--- config.mk ---
export PLATFORM = sky130hd
export DESIGN_NAME = bus_deserializer
export DESIGN_NICKNAME = d
export VERILOG_FILES = /design/src/rtl/bus_deserializer_pkg.sv /design/src/rtl/bus_idle_timer.sv /design/src/rtl/bus_deserializer.sv
export SDC_FILE = /design/constraint.sdc
export NUM_CORES = 1
export LEC_CHECK = 0
export CORE_MARGIN = 3
export CORE_UTILIZATION = 50
export DETAILED_ROUTE_END_ITERATION = 8
export DONT_BUFFER_PORTS = 1
export GPL_TIMING_DRIVEN = 0
export PLACE_DENSITY = 0.62
export SLEW_MARGIN = 20
export SYNTH_ARGS = -nofsm -noshare
export SYNTH_HDL_FRONTEND = slang
export SYNTH_SLANG_ARGS = --single-unit
--- constraint.sdc ---
create_clock -name clk -period 2.05 [get_ports clk]
set_clock_uncertainty 0.15 [all_clocks]
set_input_delay 0.41 -clock clk [delete_from_list [all_inputs] [get_ports clk]]
set_output_delay 0.41 -clock clk [all_outputs]
set_load 0.02 [all_outputs]
--- src/rtl/bus_deserializer_pkg.sv ---
// Shared beat/field definitions for the byte bus (deserializer and arbiter side).
// Holds beat geometry, byte-index names and command-word field helpers.
// No logic, so it adds no latency and has no flow control of its own.
package bus_deserializer_pkg;

    localparam int BEATS      = 4;
    localparam int BEAT_W     = 8;
    localparam int CMD_ADDR_W = 24;
    localparam int CMD_W      = CMD_ADDR_W + BEAT_W;

    // Beat index names; beat B0 carries the least significant byte.
    localparam logic [1:0] B0 = 2'd0;
    localparam logic [1:0] B1 = 2'd1;
    localparam logic [1:0] B2 = 2'd2;
    localparam logic [1:0] B3 = 2'd3;

    // Tag lives in the last beat, i.e. the top byte of the word.
    function automatic logic [BEAT_W-1:0] cmd_tag_f(input logic [CMD_W-1:0] w);
        return w[CMD_W-1:CMD_ADDR_W];
    endfunction

    // Address occupies the first three beats.
    function automatic logic [CMD_ADDR_W-1:0] cmd_addr_f(input logic [CMD_W-1:0] w);
        return w[CMD_ADDR_W-1:0];
    endfunction

endpackage

--- src/rtl/bus_idle_timer.sv ---
// Saturating idle counter that fires a one-cycle expire when it reaches LIMIT-1 while enabled.
// Expire is combinational from the count and enable; the count itself is registered.
// No flow control: the caller decides when to count (en_i) and when to restart (clr_i).
module bus_idle_timer #(
    parameter int LIMIT = 16
) (
    input  logic clk,
    input  logic rst,
    input  logic clr_i,
    input  logic en_i,
    output logic expire_o
);

    localparam int CW = (LIMIT > 1) ? $clog2(LIMIT) : 1;
    localparam logic [CW-1:0] LAST = CW'(LIMIT - 1);

    logic [CW-1:0] cnt_q;

    assign expire_o = en_i && !clr_i && (cnt_q == LAST);

    // Count idle cycles, holding at LAST; restart on clear or once the timeout has fired.
    always_ff @(posedge clk) begin
        if (rst) begin
            cnt_q <= '0;
        end else if (clr_i || expire_o) begin
            cnt_q <= '0;
        end else if (en_i && (cnt_q != LAST)) begin
            cnt_q <= cnt_q + 1'b1;
        end
    end

endmodule

--- src/rtl/bus_deserializer.sv ---
// Gathers four LSB-first bytes into a {tag, addr} command word and offers it on valid/ready.
// Latency: word appears in the output register one cycle after its last beat is accepted.
// Backpressure: only the last beat stalls, and only while the output is full and not draining.
module bus_deserializer
    import bus_deserializer_pkg::*;
#(
    parameter int ADDRW        = 24,
    parameter int IDLE_TIMEOUT = 16
) (
    input  logic               clk,
    input  logic               rst,
    input  logic [7:0]         data_in,
    input  logic               valid_in,
    output logic               ready_out,
    output logic [ADDRW+7:0]   cmd_out,
    output logic [ADDRW-1:0]   cmd_addr,
    output logic [7:0]         cmd_tag,
    output logic               cmd_valid,
    input  logic               cmd_ready,
    output logic               frame_err,
    output logic [1:0]         byte_cnt_top
);

    localparam int W = ADDRW + 8;

    logic [1:0]       byte_cnt_q, byte_cnt_d;
    logic [ADDRW-1:0] asm_q, asm_d;
    logic [W-1:0]     cmd_q, cmd_d;
    logic             cmd_vld_q, cmd_vld_d;
    logic             frame_err_q, frame_err_d;

    logic beat_acc;
    logic out_drain;
    logic idle_clr;
    logic idle_en;
    logic idle_expire;

    // Ready is forced high in reset so the sender never sees a stale stall.
    assign ready_out = rst || (byte_cnt_q != B3) || !cmd_vld_q || cmd_ready;
    assign beat_acc  = valid_in && ready_out;
    assign out_drain = cmd_vld_q && cmd_ready;

    // Stalled last beats (valid but not ready) neither clear nor advance the idle count.
    assign idle_clr = beat_acc || (byte_cnt_q == B0);
    assign idle_en  = (byte_cnt_q != B0) && !valid_in;

    bus_idle_timer #(
        .LIMIT (IDLE_TIMEOUT)
    ) u_idle_timer (
        .clk      (clk),
        .rst      (rst),
        .clr_i    (idle_clr),
        .en_i     (idle_en),
        .expire_o (idle_expire)
    );

    // Next-state for beat counter, assembly bytes, output word and the frame error pulse.
    always_comb begin
        byte_cnt_d  = byte_cnt_q;
        asm_d       = asm_q;
        cmd_d       = cmd_q;
        cmd_vld_d   = cmd_vld_q;
        frame_err_d = 1'b0;

        if (out_drain) begin
            cmd_vld_d = 1'b0;
        end

        if (beat_acc) begin
            byte_cnt_d = byte_cnt_q + 2'd1;
            case (byte_cnt_q)
                B0:      asm_d[7:0]   = data_in;
                B1:      asm_d[15:8]  = data_in;
                B2:      asm_d[23:16] = data_in;
                default: begin
                    // Last beat: a simultaneous drain is overridden, so the new word follows with no bubble.
                    cmd_d     = {data_in, asm_q};
                    cmd_vld_d = 1'b1;
                end
            endcase
        end else if (idle_expire) begin
            byte_cnt_d  = B0;
            asm_d       = '0;
            frame_err_d = 1'b1;
        end
    end

    // State registers with synchronous reset.
    always_ff @(posedge clk) begin
        if (rst) begin
            byte_cnt_q  <= B0;
            asm_q       <= '0;
            cmd_q       <= '0;
            cmd_vld_q   <= 1'b0;
            frame_err_q <= 1'b0;
        end else begin
            byte_cnt_q  <= byte_cnt_d;
            asm_q       <= asm_d;
            cmd_q       <= cmd_d;
            cmd_vld_q   <= cmd_vld_d;
            frame_err_q <= frame_err_d;
        end
    end

    assign cmd_out      = cmd_q;
    assign cmd_addr     = cmd_q[ADDRW-1:0];
    assign cmd_tag      = cmd_q[W-1:ADDRW];
    assign cmd_valid    = cmd_vld_q;
    assign frame_err    = frame_err_q;
    assign byte_cnt_top = byte_cnt_q;

endmodule

==> results by group, run 1 <==
Run status
  • Status: finished clean

Finish
  • Filler cells: 484
  • Layout area overhead: 10.2%
  • Multi-input logic area: 1220 sq um
  • Most common cell after layout, fill and taps aside: nand2b_1
  • Layout cell share with drive strength beyond 1: 20.3%
  • FF+latch area: 1280 sq um
  • N_diodes: 0
  • Final net count: 305
  • Most frequent cells in the layout: 65 x nand2b_1, 62 x dfxtp_1, 32 x mux2i_1, 32 x buf_4, 24 x o22ai_1

STA
  • Worst rel slew slack: 69.3%
  • Transition time of the tightest slew-check pin: 0.461 ns
  • Hold Fails Final Rpt: 0
  • WHS: 0.105 ns
  • Post-route setup slack: 0.0769 ns
  • Fin. max-slew vios: 0
  • Final Cycle Share: 96.2%
  • RSZ-0062 raised after global routing: no
  • Minimum clock period: 1.97 ns
  • Final setup viols: 0
  • F_max: 0.507 GHz

Power and ir drop
  • Max IR drop VDD: 465 uV
  • Clk network pwr share: 42.0%
  • Lkg Pwr: 1.41 nW
  • Sw Share: 22.9%
  • Cell Int Power: 0.00191 W
  • Flop pwr share: 52.0%
  • Sw Pwr: 0.000567 W
  • Pwr Density: 797 nW/um^2
  • Comb pwr share: 6.0%

Min path
  • Hold depth: 2
  • Hold Path Class: in2reg

Drt
  • Final antenna-violating net count: 0
  • WL final: 5880 um
  • Initial drt markers: 68
  • Post-route DRC: 0
  • Vias per cell: 5.31
  • WL per Instance: 16.3 um
  • Vias post-DR: 1,918
  • DRT Pass-1 Iters: 4

Logic synthesis
  • Seq/Total Area, Yosys: 45.4%
  • Syn. warnings: 0
  • Synth Net Count: 294
  • Yosys cell types: 29
  • Synth Area per Inst: 10.2 sq um
  • Post-synth top area share: 45.4%
  • Synth area leader: dfxtp_1
  • Synth Cell Area: 2820 sq um
  • #FFs+latches synth: 64
  • Post-Synthesis Cells: 276
  • Synth top area cells: dfxtp_1 45%, nand2b_1 14%, mux2i_1 11%

Placement
  • PortBufs: 0
  • GPL Wtd Cong: 0.827
  • Detailed Place HPWL: 4190 um
  • Setup WS pre-CTS: -0.171 ns

Worst setup path
  • Crit-path cells: ha_1, and4bb_4, inv_4
  • Worst r2r path cells: 6
  • Crit. End Element: primary output
  • Worst path bufs/invs: 1
  • CP arrival: 1.41 ns
  • Kind of critical path: reg2out
  • Worst Path Max Fanout: 7
  • CP top delay family: flip-flops
  • Delay of the slowest cell on the worst path: 0.45 ns
  • Required @ worst endpoint: 1.49 ns
  • Number of cells on the critical path: 3
  • CP startpoint kind: flip-flop
  • Slowest CP cell: dfxtp_2

Floorplanning
  • Starting density of the core: 53.5%
  • Die H: 81.1 um
  • Die area: 6580 sq um
  • Top-level I/O count: 81
  • Core area: 5270 sq um
  • Die span in x: 81.1 um
  • Row cnt: 26

GRT
  • Congestion Overflow GR: 0
  • Met2 global-route usage: 30.0%
  • Vias in the first global route: 1,818
  • Pin count of the biggest net entering global routing: 11
  • Met3 Resource Use GR: 4.43%
  • GR peak layer: met2
  • First-pass GRT wire length: 9160 um
  • Overall global routing resource usage: 18.8%
  • Met1 usage: 24.4%
  • Initial antenna violation count: 0

Clock tree
  • TritonCTS Buffers: 9
  • Skew-Pair Late Insertion Delay: 0.33 ns
  • Worst-path clk slew: 0.07 ns
  • # clock sinks: 64
  • H-tree depth: 3
  • CTS Root Cell: clkbuf_8
  • Max Buffers Root-to-Sink: 2
  • TritonCTS clock tree: yes

Run
  • Max-Cap Viols: 0
[metal layers]
layer / part of all wire, % / vias up
li1: - / 941
met1: 47 / 906
met2: 45 / 61
met3: 6.2 / 10
met4: 1.6 / 0
met5: 0 / -
[state kept, by name, summed over array words and instances, names as in the netlist]
register / flops
cmd_out: 32
byte_cnt_top: 2
cmd_valid: 1
frame_err: 1
asm_q: 24
u_idle_timer.cnt_q: 4
[final timing paths]
path,startpoint,endpoint,slack (ns)
min reg2reg,asm_q[16],cmd_out[16],0.33
max reg2reg,byte_cnt_top[0],asm_q[6],0.11
max,byte_cnt_top[1],ready_out,0.08
min,cmd_ready,cmd_valid,0.10
[logic make-up (layout without fill, tap and decap cells)]
group	Yosys count	count (layout)	synth area share, %
XOR/XNOR	1	1	0.311
flip-flops	64	64	45.4
AND/OR/NAND/NOR	85	85	19.4
buffers and inverters	49	64	11.7
multiplexers	32	32	11.4
AO/OA/AOI/OAI	39	39	9.14
adder cells (fa/ha/maj)	6	6	2.66
[what timing repair did]
item | in CTS | in global routing
gates resized for setup | 4 | 0
setup buffers | 0 | 0
endpoints found under the setup margin | 17 | 0
hold buffers | 0 | 0
[synthesized netlist by cell type (all sizes together)]
library cell,instances
o221ai,2
a21oi,5
nand4b,1
ha,6
inv,4
dfxtp,64
mux2i,32
o22ai,27
and4bb,1
a31oi,1
nor2,2
a311oi,2
nand3b,1
a21o,1
nor3,1
a211o,1
buf,37
nand2b,65
nand2,4
nor2b,2
clkbuf,8
xnor2,1
nand3,8
[through the flow]
step,cell area [sq um],cells,util [%],TNS [ns],power [W]
after floorplan,2820,276,-,0,0.00142
after global placement,2910,346,55.2,-1.19,0.00146
after detailed placement,2910,346,55.2,-1.60,0.00146
after CTS,3110,361,59.0,0,0.00249
after global routing,3110,361,59.0,0,0.00256
final,3110,361,59.0,0,0.00248
[power groups by stage]
| stage | Sequential, W | Clock (W) | Combinational [W] |
|---|---|---|---|
| after floorplan | 0.00131 | 0 | 0.000111 |
| after global placement | 0.00131 | 0 | 0.000145 |
| after detailed placement | 0.00131 | 0 | 0.000146 |
| after CTS | 0.00129 | 0.00105 | 0.000149 |
| after global routing | 0.00129 | 0.00111 | 0.000163 |
| final | 0.00129 | 0.00104 | 0.000148 |
[area by class of cell]
class                           count  share of cell area, %
Clock buffer                       11                   4.55
Sequential cell                    64                   41.3
Multi-Input combinational cell    163                   39.3
Buffer                             45                   10.1
Inverter                            4                  0.563
Clock inverter                      4                   1.45
Tap cell                           70                   2.82
Power figures use the tool's default switching activity.
==> inputs of run 2 (changes only) <==
--- a/config.mk
+++ b/config.mk
@@ -5,6 +5,7 @@
 export SDC_FILE = /design/constraint.sdc
 export NUM_CORES = 1
 export LEC_CHECK = 0
+export CAP_MARGIN = 20
 export CORE_MARGIN = 3
 export CORE_UTILIZATION = 50
 export DETAILED_ROUTE_END_ITERATION = 8
==> results of run 2 <==
Final layout, timing and power as in run 1 (identical DEF).
==> inputs of run 3 (changes only) <==
--- a/config.mk
+++ b/config.mk
@@ -7,11 +7,11 @@
 export LEC_CHECK = 0
 export CAP_MARGIN = 20
 export CORE_MARGIN = 3
-export CORE_UTILIZATION = 50
+export CORE_UTILIZATION = 47
+export CTS_CLUSTER_SIZE = 10
 export DETAILED_ROUTE_END_ITERATION = 8
-export DONT_BUFFER_PORTS = 1
 export GPL_TIMING_DRIVEN = 0
-export PLACE_DENSITY = 0.62
+export PLACE_DENSITY = 0.76
 export SLEW_MARGIN = 20
 export SYNTH_ARGS = -nofsm -noshare
 export SYNTH_HDL_FRONTEND = slang
==> results by group, run 3 (synthesis results as in run 1) <==
STA
  • Minimum clock period: 1.98 ns (+0.00217 ns)
  • Worst rel slew slack: 69.2% (about the same)
  • Post-route setup slack: 0.0748 ns (-0.00217 ns)
  • Final Cycle Share: 96.4% (+0.11 points)
  • Fin. max-slew vios: 0 (unchanged)
  • F_max: 0.506 GHz (-0.11%)
  • Transition time of the tightest slew-check pin: 0.461 ns (+0.000214 ns)
  • Setup tns final: 0 ns (unchanged)
  • Hold Fails Final Rpt: 0 (unchanged)
  • Final setup viols: 0 (unchanged)

Min path
  • Hold Path End: cmd_out[0]
  • Hold Path Class: reg2reg
  • Hold depth: 2 (unchanged)
  • Hold Path Origin: asm_q[0]

Worst setup path
  • Setup slack, reg-to-reg: 0.15 ns (+0.04 ns)
  • Required @ worst endpoint: 1.49 ns (about the same)
  • CP startpoint kind: flip-flop
  • Worst path bufs/invs: 2 (+1)
  • CP top delay family: buffers and inverters
  • Critical R2R Launch: byte_cnt_top[0]
  • Worst r2r path cells: 6 (unchanged)
  • Delay of the slowest cell on the worst path: 0.58 ns (+0.13 ns)
  • Crit. End Element: primary output
  • Crit-path cells: buf_4, clkdlybuf4s50_1
  • Worst Path Max Fanout: 3 (-4)
  • CP arrival: 1.42 ns (about the same)
  • Kind of critical path: reg2out
  • Slowest CP cell: clkdlybuf4s50_1
  • Worst R2R End: asm_q[7]

Floorplanning
  • Row cnt: 27 (+3.8%)
  • Top-level I/O count: 81 (unchanged)
  • Die span in x: 83.5 um (+2.9%)
  • Starting density of the core: 50.0% (-3.5 points)
  • Die H: 83.5 um (+2.9%)
  • Die area: 6970 sq um (+5.9%)
  • Core area: 5640 sq um (+7.1%)

Drt
  • Vias per cell: 5.04 (-5.2%)
  • Final antenna-violating net count: 0 (unchanged)
  • Vias post-DR: 2,231 (+16%)
  • Initial drt markers: 87 (+28%)
  • WL per Instance: 14.0 um (-14%)
  • WL final: 6220 um (+5.7%)
  • Post-route DRC: 0 (unchanged)
  • DRT Pass-1 Iters: 4 (unchanged)

GRT
  • First-pass GRT wire length: 10,100 um (+11%)
  • Vias in the first global route: 2,099 (+15%)
  • Overall global routing resource usage: 18.3% (-0.52 points)
  • Pin count of the biggest net entering global routing: 12 (+1)
  • Congestion Overflow GR: 0 (unchanged)
  • Initial antenna violation count: 0 (unchanged)

Finish
  • Non-Filler Instances: 443 (+23%)
  • Most frequent cells in the layout: 76 x clkdlybuf4s50_1, 65 x nand2b_1, 62 x dfxtp_1
  • Layout cell share with drive strength beyond 1: 16.7% (-3.6 points)
  • Max reg flops: 32 (unchanged)
  • Final net count: 385 (+26%)
  • Most common cell after layout, fill and taps aside: clkdlybuf4s50_1
  • N_diodes: 0 (unchanged)
  • Layout Utilization: 68.8% (+9.8 points)
  • Layout area overhead: 37.7%

Placement
  • Placed cells: 427 (+23%)
  • Detailed Place HPWL: 4530 um (+8.2%)
  • GPL Wtd Cong: 0.829 (+0.28%)
  • Setup WS pre-CTS: -0.634 ns (-0.463 ns)
  • PortBufs: 79 (+79)

Clock tree
  • TritonCTS clock tree: yes
  • Skew-Pair Late Insertion Delay: 0.34 ns (about the same)
  • Hold_buf cts: 0 (unchanged)
  • Worst-path clk slew: 0.07 ns (about the same)
  • H-tree depth: 3 (unchanged)
  • TritonCTS Buffers: 9 (unchanged)
  • Max Buffers Root-to-Sink: 2 (unchanged)
  • # clock sinks: 64 (unchanged)
  • CTS Root Cell: clkbuf_8

Power and ir drop
  • Pwr Density: 608 nW/um^2 (-24%)
  • Max IR drop VDD: 425 uV (-8.5%)
  • Lkg Pwr: 1.70 nW (+20%)
  • Power, Total: 0.00236 W (-4.7%)

Run status
  • Status: finished clean

Run
  • Max-Cap Viols: 0 (unchanged)
## run 3: changes by cell type in the layout (fill, tap and decap cells not counted), sizes merged
cell | previous run | this run
clkbuf | 19 | 17
clkinv | 3 | 6
buf | 37 | 39
dlymetal6s2s | 0 | 1
clkdlybuf4s50 | 0 | 76
bufinv | 1 | 0
dlygate4sd2 | 0 | 1
## run 3: report_power, final
part	internal, W	leakage (nW)	switching [W]
Combinational	0.0000841	1.09	0.000100
Clock	0.000426	0.0886	0.000470
Sequential	0.00127	0.519	0.0000118
Total	0.00178	1.70	0.000582
## run 3: through the flow
step	hold WS, ns	cell area (sq um)
after global routing	0.354	3880
final	0.331	3880
after CTS	0.335	3870
after detailed placement	0.329	3700
after floorplan	0.308	2820
after global placement	0.325	3700
## run 3: metal layers
| layer | track usage, % | up-vias | routed length (um) |
|---|---|---|---|
| met5 | 0 | - | 0 |
| met4 | 13.0 | 0 | 236 |
| met3 | 3.36 | 19 | 437 |
| met2 | 27.5 | 89 | 2690 |
| met1 | 23.6 | 1014 | 2850 |
| li1 | - | 1109 | - |
## run 3: layout make-up
type / count / area (sq um)
tap: 72 / 90.1
timing repair buffer: 80 / 795
fill: 459 / 1760
clock inverter: 6 / 37.5
inverter: 4 / 17.5
clock buffer: 9 / 124
buffer: 45 / 313
multi-input combinational: 163 / 1220
sequential: 64 / 1290
## run 3: worst max path at each step
stage | cells after the start | end | start
floorplan | 5 | asm_q[18] | byte_cnt_top[0]
global placement | 4 | ready_out | rst
CTS | 2 | cmd_tag[6] | cmd_out[30]
detailed placement | 4 | ready_out | rst
global route | 6 | asm_q[6] | byte_cnt_top[0]
finish | 2 | cmd_tag[7] | cmd_out[31]
## run 3: repair_timing
action,in CTS,in global routing
setup buffers,1,0
resized for setup,8,3
setup endpoints to repair,15,15
## run 3: worst register-to-register path, cell delays in order, from the launching register on
cell and delay, ns:
dfxtp_4 0.37, inv_1 0.10, ha_1 0.15, clkbuf_1 0.37
nand2_1 0.13, o22ai_2 0.37, o22ai_1 0.15
